===== src/rtl/frame_update_scheduler.sv =====
// Frame update scheduler: per-slot shadow registers committed to the character
// position RAM during vertical blanking. Optional frame counter: FRAME_UPDATE_FRAME_CNT_EN.
module frame_update_scheduler #(
  parameter int DATA_W  = 12,
  parameter int NUM_REQ = 4
) (
  input  logic                      clk,
  input  logic                      reset,
  input  logic                      vblank,
  input  logic [NUM_REQ-1:0]        req_valid,
  input  logic [NUM_REQ*DATA_W-1:0] req_data,
  output logic [NUM_REQ-1:0]        req_ready,
  output logic                      wr_en,
  output logic [1:0]                wr_addr,
  output logic [DATA_W-1:0]         wr_data,
  output logic                      commit_busy,
  output logic                      commit_done,
  output logic [15:0]               frame_cnt
);

  typedef enum logic [1:0] {IDLE, COMMIT, DONE} state_t;

  state_t              state;
  logic                vblank_d;
  logic [NUM_REQ-1:0]  pending;
  logic [DATA_W-1:0]   shadow [NUM_REQ];
  logic [1:0]          rr_ptr;

  logic                vb_rise;
  logic                found;
  logic [1:0]          sel;
  logic [1:0]          next_ptr;
  logic                issue;
  logic [NUM_REQ-1:0]  accept;
  int unsigned         idx;

  assign vb_rise = vblank & ~vblank_d;

  // First pending slot at or after rr_ptr, wrapping at NUM_REQ.
  always_comb begin
    found = 1'b0;
    sel   = rr_ptr;
    idx   = 0;
    for (int unsigned k = 0; k < NUM_REQ; k++) begin
      idx = 32'(rr_ptr) + k;
      if (idx >= NUM_REQ) idx = idx - NUM_REQ;
      if (!found && pending[idx]) begin
        found = 1'b1;
        sel   = 2'(idx);
      end
    end
  end

  assign next_ptr = (32'(sel) == NUM_REQ - 1) ? 2'd0 : sel + 2'd1;
  assign issue    = found & (((state == IDLE) & vb_rise) | ((state == COMMIT) & vblank));

  always_comb begin
    for (int unsigned i = 0; i < NUM_REQ; i++) begin
      req_ready[i] = !(wr_en && (32'(wr_addr) == i));
      accept[i]    = req_valid[i] & req_ready[i];
    end
  end

  // A fresh accept wins over the clear so a newer value is never lost.
  always_ff @(posedge clk or posedge reset) begin
    if (reset) begin
      pending <= '0;
      for (int unsigned i = 0; i < NUM_REQ; i++) shadow[i] <= '0;
    end else begin
      for (int unsigned i = 0; i < NUM_REQ; i++) begin
        if (accept[i]) begin
          shadow[i]  <= req_data[i*DATA_W +: DATA_W];
          pending[i] <= 1'b1;
        end else if (issue && (32'(sel) == i)) begin
          pending[i] <= 1'b0;
        end
      end
    end
  end

  always_ff @(posedge clk or posedge reset) begin
    if (reset) begin
      state       <= IDLE;
      vblank_d    <= 1'b0;
      rr_ptr      <= '0;
      wr_en       <= 1'b0;
      wr_addr     <= '0;
      wr_data     <= '0;
      commit_busy <= 1'b0;
      commit_done <= 1'b0;
    end else begin
      vblank_d    <= vblank;
      wr_en       <= 1'b0;
      commit_done <= 1'b0;
      if (issue) begin
        wr_en   <= 1'b1;
        wr_addr <= sel;
        wr_data <= shadow[sel];
        rr_ptr  <= next_ptr;
      end
      case (state)
        IDLE: begin
          if (vb_rise) begin
            state       <= COMMIT;
            commit_busy <= 1'b1;
          end
        end
        COMMIT: begin
          if (!vblank) begin
            state       <= IDLE;
            commit_busy <= 1'b0;
          end else if (!found) begin
            state       <= DONE;
            commit_busy <= 1'b0;
            commit_done <= 1'b1;
          end
        end
        DONE:    state <= IDLE;
        default: state <= IDLE;
      endcase
    end
  end

`ifdef FRAME_UPDATE_FRAME_CNT_EN
  logic [15:0] frame_cnt_q;

  always_ff @(posedge clk or posedge reset) begin
    if (reset)               frame_cnt_q <= '0;
    else if (state == DONE)  frame_cnt_q <= frame_cnt_q + 16'd1;
  end

  assign frame_cnt = frame_cnt_q;
`else
  assign frame_cnt = '0;
`endif

endmodule


===== config.mk =====
export PLATFORM = sky130hd
export DESIGN_NAME = frame_update_scheduler
export DESIGN_NICKNAME = d
export VERILOG_FILES = /design/src/rtl/frame_update_scheduler.sv
export SDC_FILE = /design/constraint.sdc
export NUM_CORES = 1
export LEC_CHECK = 0
export BUFFER_PORTS_ARGS = -buffer_cell sky130_fd_sc_hd__buf_2
export CORE_AREA = 2 2 94 73
export CTS_BUF_LIST = sky130_fd_sc_hd__clkbuf_16
export DETAILED_ROUTE_END_ITERATION = 10
export DIE_AREA = 0 0 96 75
export GPL_TIMING_DRIVEN = 0
export PLACE_DENSITY = 0.94
export SYNTH_ARGS = -nofsm -noshare
export SYNTH_HDL_FRONTEND = slang
export SYNTH_SLANG_ARGS = --single-unit

===== constraint.sdc =====
create_clock -name clk -period 3.2 [get_ports clk]
set_clock_uncertainty 0.05 [all_clocks]
set_input_delay 0.16 -clock clk [delete_from_list [all_inputs] [get_ports clk]]
set_output_delay 0.16 -clock clk [all_outputs]
set_load 0.03 [all_outputs]

==> parameters.txt, run 1 <==
Parameter                              Value

Run status
  Run status    finished with violations
  Violated checks    hold timing

Timing
  Hold slack    -0.0333 ns
  Max_slew headroom    40.3%
  Hold violation count in the final report    46
  Setup repair after global routing missed its margin    false
  Fraction of the cycle the final worst path needs    61.9%
  Actual transition at the worst max-transition pin    0.895 ns
  Crit path time final    1.98 ns
  Final Worst Setup Slack    1.22 ns
  Setup-violating endpoint count in the final report    0
  Number of slew-limit violations in the final report    0
  Post-route setup TNS    0 ns
  Achievable clock frequency    505 MHz

Clocking
  Post-CTS clock slew at the launch and capture registers of the worst setup and hold paths    0.06 ns
  Root cell of the clock tree    clkbuf_16
  CTS Sinks    74
  Clk Latency, worst-skew pair    0.33 ns
  Number of buffers inserted during clock tree synthesis    9
  CTS tree    done
  Number of setup buffers added after CTS    0
  CTS HTree Levels    3
  Longest Clk Path Bufs    2

Worst setup path
  Crit path capture type    register
  Critical-path cell with the highest stage delay    dfrtp_1
  Startpoint kind of the worst setup timing path    register
  Arrival time at the worst endpoint    2.13 ns
  Worst Path Max Fanout    10
  Classification of the worst setup path    register to register
  Critical path data required time    3.35 ns
  Chain of cells forming the critical path    nor3_1 -> a31o_1 -> o21ai_2 -> buf_4 -> mux2i_1 -> o221ai_2
  Number of buffer and inverter stages on the critical path    1
  Crit path largest cell delay    0.51 ns
  Critical path's top delay family    compound AO/OA/AOI/OAI gates

Worst hold path
  HP Class    input pin to asynchronous set/reset pin

Synthesis
  Post-synthesis cell area    3450 um2
  Number of warning messages in the yosys log    0
  Post-synth ARST share    100%
  Number of flops mapped to enable cells by yosys    0
  Syn Inst Count    257
  Total of flip-flops plus latches after synthesis    74
  Part of the Yosys area used for sequential elements    53.7%
  Prevailing post-synth register cell    dfrtp_1
  Average size of a mapped cell    13.4 um2
  Post-synthesis cell type count    39

Die
  Die W    96 um
  Floorplan die height    75 um
  Area of the core    6220 um2
  Overall die area    7200 um2
  Initial core utilization    55.4%
  Cell row count    25
  Boundary pin count    92

Global route
  Tot GR Track Use    23.5%
  Antenna violations before repair    0
  Pin count of the biggest net entering global routing    75
  Congestion Overflow GR    0
  Number of global-route vias before repair    2457
  Wire length of the first global-routing pass    12.3 mm

Power
  Pwr Total    3.99 mW
  Fraction of power consumed by the clock network    28.8%
  Internal cell power    2.56 mW
  Sequential cell fraction of total power    34.2%
  IR drop worst, VDD    0.000509 V
  Reported net switching power    1.43 mW
  Share of total power in combinational logic    37.0%
  Switching part of the total    35.9%
  Leakage power    2.10 nW
  Power density over cell area    910 nW/um2

Drt
  Average via count per standard cell    5.37
  Detailed router's first-iteration violation count    181
  DRC violation count after routing    0
  Remaining antenna violation count    0
  Routed wirelength normalized by instance count    17.4 um
  DRT Pass-1 Iters    4
  Total number of vias    2418
  Final Routed Wirelength    7.83 mm

Layout
  Number of nets at the end of the flow    419
  Number of fillers in the final layout    442
  Layout cells sized above 1    48.8%
  Antenna diodes    0
  Synth-to-Final Area Change    27.2%

Placement
  Setup slack after placement    1.30 ns
  Final estimated routing congestion in global placement    0.806
  Port Buf Inserts    75
  Final HPWL from detailed placement    5.36 mm

Run
  Max-cap viol count    0
-- power groups by stage --
stage,Clock (mW),Combinational [mW],Sequential (mW)
3_5_place_dp,0,1.45,1.37
6_report,1.15,1.48,1.36
2_1_floorplan,0,0.948,1.50
4_1_cts,1.16,1.48,1.36
5_1_grt,1.21,1.57,1.39
3_3_place_gp,0,1.40,1.35
-- final timing paths --
check	cells past startpoint	to	slack [ns]	from
max	6	wr_data[2]	1.22	pending[3]
min	2	shadow[12]	-0.03	reset
max reg2reg	6	wr_data[2]	1.22	pending[3]
min reg2reg	2	wr_data[5]	0.43	wr_data[5]
max in group asynchronous	2	shadow[45]	2.55	reset
min in group clk	2	shadow[28]	0.01	req_data[16]
-- worst reg2reg max path: cells and delay by family, from the launching register on --
family	cells	cell delay (ns)
muxes	1	0.38
and+or+nand+nor	1	0.10
DFF	1	0.51
AOI/OAI and AO/OA	3	0.57
buffers and inverters	1	0.25
-- stage by stage --
step	util, %	instance area [um2]	cells
2_1_floorplan	-	3500	272
3_3_place_gp	63.9	3980	428
3_5_place_dp	64.0	3980	428
4_1_cts	69.9	4350	447
5_1_grt	70.4	4380	450
6_report	70.4	4380	450
-- synth_stat cells (all sizes together), types with 2 or more instances --
| library cell | number | share of area (%) |
|---|---|---|
| a21oi | 2 | 0.29 |
| and4b | 2 | 0.58 |
| buf | 27 | 6.4 |
| dfrtp | 74 | 54 |
| inv | 6 | 0.80 |
| mux2 | 48 | 16 |
| mux2i | 24 | 7.0 |
| nand2 | 26 | 3.3 |
| nand3b | 3 | 0.76 |
| nor2 | 3 | 0.33 |
| nor2b | 3 | 0.54 |
| nor3b | 3 | 0.65 |
| o21ai | 8 | 1.3 |
| o221ai | 13 | 5.1 |
| o31ai | 2 | 0.44 |
-- state kept, by name (all words and copies together), names as in the netlist, 2 cells and up --
signal / count
wr_addr: 2
shadow: 48
pending: 4
wr_data: 12
state: 2
rr_ptr: 2
-- final cells by class --
cell class	instances	area (um2)	area share, %
tap	81	101	2.31
timing repair buffer	81	435	9.93
clock inverter	7	116	2.65
clock buffer	9	225	5.14
buffer	27	220	5.02
multi-input combinational	165	1400	32.0
inverter	6	30.0	0.685
sequential	74	1850	42.2
-- layout by cell type, fill, tap and decap left out, drive strengths merged, types with 6 or more instances in the layout --
cell	synthesis	routed
mux2i	24	24
buf	27	102
inv	6	7
dlygate4sd3	0	6
conb	1	16
nand2	26	26
clkbuf	0	9
o21ai	8	8
mux2	48	48
dfrtp	74	74
o221ai	13	13
-- what timing repair did --
item,CTS,global route
endpoints found under the hold margin,3,3
gates resized for setup,0,0
hold buffers,3,3
-- layer usage --
layer  track usage, %  vias up  routed length [um]
met5                0        -                   0
met4             7.30        0                 154
met3             7.41       14                 607
met2             38.7      104                3830
met1             30.1     1199                3230
li1                 -     1101                   -
-- kinds of logic after synthesis --
family / share of synthesized area, %
simple gates: 7.69
compound gates: 8.38
buf+inv: 7.19
mux: 22.6
xor+xnor: 0.254
flops: 53.7
other cells: 0.109
(Power assumes the default switching activity.)
==> inputs of run 2 (changes only) <==
--- a/config.mk
+++ b/config.mk
@@ -6,12 +6,12 @@
 export NUM_CORES = 1
 export LEC_CHECK = 0
 export BUFFER_PORTS_ARGS = -buffer_cell sky130_fd_sc_hd__buf_2
-export CORE_AREA = 2 2 94 73
+export CORE_AREA = 2 2 98 76
 export CTS_BUF_LIST = sky130_fd_sc_hd__clkbuf_16
 export DETAILED_ROUTE_END_ITERATION = 10
-export DIE_AREA = 0 0 96 75
+export DIE_AREA = 0 0 100 78
 export GPL_TIMING_DRIVEN = 0
-export PLACE_DENSITY = 0.94
+export PLACE_DENSITY = 0.88
 export SYNTH_ARGS = -nofsm -noshare
 export SYNTH_HDL_FRONTEND = slang
 export SYNTH_SLANG_ARGS = --single-unit
==> constraint.sdc (replaced) <==
create_clock -name clk -period 2 [get_ports clk]
set_clock_uncertainty 0.05 [all_clocks]
set_input_delay 0.1 -clock clk [delete_from_list [all_inputs] [get_ports clk]]
set_output_delay 0.1 -clock clk [all_outputs]
set_load 0.03 [all_outputs]
==> run 2 against run 1 <==
Effect of this change: the flow now finishes without violations; routed wire length increased by 9.1%; setup slack got worse by 1.1 ns; via count increased by 6.4%; count of clock-buffer cells in the layout unchanged; die area increased by 8.3%; critical path depth decreased by 2; power increased by 58%; critical endpoint is now shadow[45]; maximum frequency increased by 2.7%; global-route usage decreased by 0.12 points; sequential share of layout area decreased by 3.8 points.
==> parameters.txt, run 2 (synthesis gave the netlist of run 1 again) <==
Parameter                              Value

Timing
  Hold violation count in the final report    0 (-100%)
  Crit path time final    1.93 ns (-0.0515 ns)
  Achievable clock frequency    519 MHz (+2.7%)
  Actual transition at the worst max-transition pin    0.768 ns (-0.127 ns)
  Setup repair after global routing missed its margin    false
  Max_slew headroom    48.7% (+8.4 points)
  Setup-violating endpoint count in the final report    0 (unchanged)
  Fraction of the cycle the final worst path needs    96.4% (+35 points)
  Number of slew-limit violations in the final report    0 (unchanged)
  Post-route setup TNS    0 ns (unchanged)

Layout
  Top Registers    shadow (48), wr_data (12), pending (4)
  Commonest non-fill, non-tap cell in the layout    buf_2
  Synth-to-Final Area Change    39.7%
  Max FFs per register    48 (unchanged)
  Number of nets at the end of the flow    464 (+11%)
  Layout cells sized above 1    42.9% (-5.9 points)
  Largest Register    shadow
  Highest-count cells in the layout ignoring fill and taps    buf_2 (79), dfrtp_1 (74), dlygate4sd3_1 (50)
  Antenna diodes    0 (unchanged)
  Multi-input gate area    1410 um2 (+0.27%)
  Number of fillers in the final layout    457 (+3.4%)
  Total non-filler cell area in the finished layout    4820 um2 (+9.8%)
  Area taken by flip-flops and latches    1850 um2 (unchanged)
  Number of standard cells in the final layout excluding fillers    497 (+10%)

Die
  Area of the core    6770 um2 (+8.7%)
  Overall die area    7800 um2 (+8.3%)
  Cell row count    26 (+4.0%)
  Die W    100 um (+4.2%)
  Floorplan die height    78 um (+4.0%)
  Initial core utilization    50.9% (-4.4 points)
  Boundary pin count    92 (unchanged)

Clocking
  Number of setup buffers added after CTS    0 (unchanged)
  Post-CTS clock slew at the launch and capture registers of the worst setup and hold paths    0.06 ns (about the same)
  Root cell of the clock tree    clkbuf_16
  Longest Clk Path Bufs    2 (unchanged)
  CTS HTree Levels    3 (unchanged)
  Clk Latency, worst-skew pair    0.33 ns (about the same)
  Number of buffers inserted during clock tree synthesis    9 (unchanged)
  CTS tree    done
  CTS Sinks    74 (unchanged)

Worst setup path
  Classification of the worst setup path    register to register
  Worst Path Max Fanout    10 (unchanged)
  Critical path data required time    2.16 ns (-1.19 ns)
  Startpoint kind of the worst setup timing path    register
  Arrival time at the worst endpoint    2.09 ns (-0.04 ns)
  Crit path capture type    register

Power
  Power density over cell area    1310 nW/um2 (+44%)
  IR drop worst, VDD    0.000873 V (+71%)
  Leakage power    2.27 nW (+8.4%)

Global route
  Met2 routing resource usage after global routing    40.0% (+1.3 points)
  Congestion Overflow GR    0 (unchanged)
  Tot GR Track Use    23.4% (-0.12 points)
  Wire length of the first global-routing pass    13.7 mm (+11%)
  Number of global-route vias before repair    2798 (+14%)
  Met1 track demand over resource    28.9% (-1.2 points)
  Met3 capacity usage during global routing    5.14% (-2.3 points)
  Pin count of the biggest net entering global routing    41 (-45%)
  Antenna violations before repair    0 (unchanged)
  Global route hottest layer    met2

Placement
  DP Cell Count    432 (+0.93%)
  Final estimated routing congestion in global placement    0.783 (-2.8%)
  Final HPWL from detailed placement    5.65 mm (+5.5%)
  Port Buf Inserts    75 (unchanged)
  Area post-placement    4010 um2 (+0.63%)

Drt
  Final Routed Wirelength    8.54 mm (+9.1%)
  Remaining antenna violation count    0 (unchanged)
  DRT Pass-1 Iters    4 (unchanged)
  Detailed router's first-iteration violation count    155 (-14%)
  Total number of vias    2572 (+6.4%)
  Average via count per standard cell    5.18 (-3.7%)
  DRC violation count after routing    0 (unchanged)
  Routed wirelength normalized by instance count    17.2 um (-1.2%)

Worst hold path
  HP Class    input pin to register

Run status
  Run status    complete, no violations

Run
  Max-cap viol count    0 (unchanged)
[run 2: layout make-up]
class	count	share of cell area, %
Sequential cell	74	38.5
Multi-Input combinational cell	165	29.2
Timing Repair Buffer	126	18.6
Clock buffer	9	4.68
Buffer	27	4.65
Tap cell	84	2.18
Clock inverter	6	1.56
Inverter	6	0.650
[run 2: power breakdown]
part           switching (mW)  total (mW)  internal [mW]
Clock                   0.583        1.65           1.07
Sequential              0.313        2.20           1.89
Combinational            1.40        2.46           1.06
[run 2: what timing repair did]
item	4_1_cts	5_1_grt
endpoints found under the setup margin	0	10
gates resized for setup	0	2
hold buffers	50	0
hold endpoints to repair	83	0
[run 2: worst paths after layout]
path                              start         end  cells past startpoint  slack [ns]
min reg2reg                  wr_data[0]  wr_data[0]                      2        0.44
min                        req_valid[3]  shadow[10]                      3        0.16
max reg2reg                  wr_addr[1]  shadow[45]                      4        0.07
max in group asynchronous         reset  shadow[30]                      4        0.88
max                          wr_addr[1]  shadow[45]                      4        0.07
min in group asynchronous         reset   shadow[2]                      3        0.39
[run 2: worst max-delay path: stages (launching register included)]
cell and delay (ns):
dfrtp_1 0.43, or3b_2 0.54, nand2_1 0.22, buf_6 0.21, mux2_1 0.35
[run 2: through the flow]
step	total power, mW	utilization (%)	hold WS [ns]	setup WS, ns
final	6.31	71.2	0.165	0.0721
after global routing	6.61	71.2	0.184	0.0215
after CTS	6.28	71.1	0.169	0.0419
after detailed placement	4.55	59.2	0.218	0.0568
after global placement	4.44	58.9	0.230	0.105
after floorplan	3.92	-	0.0814	0.00810
[run 2: routing by layer]
layer	vias up	part of all wire, %
met3	17	5.9
met5	-	0
li1	1191	-
met2	109	51
met4	0	1.8
met1	1255	41
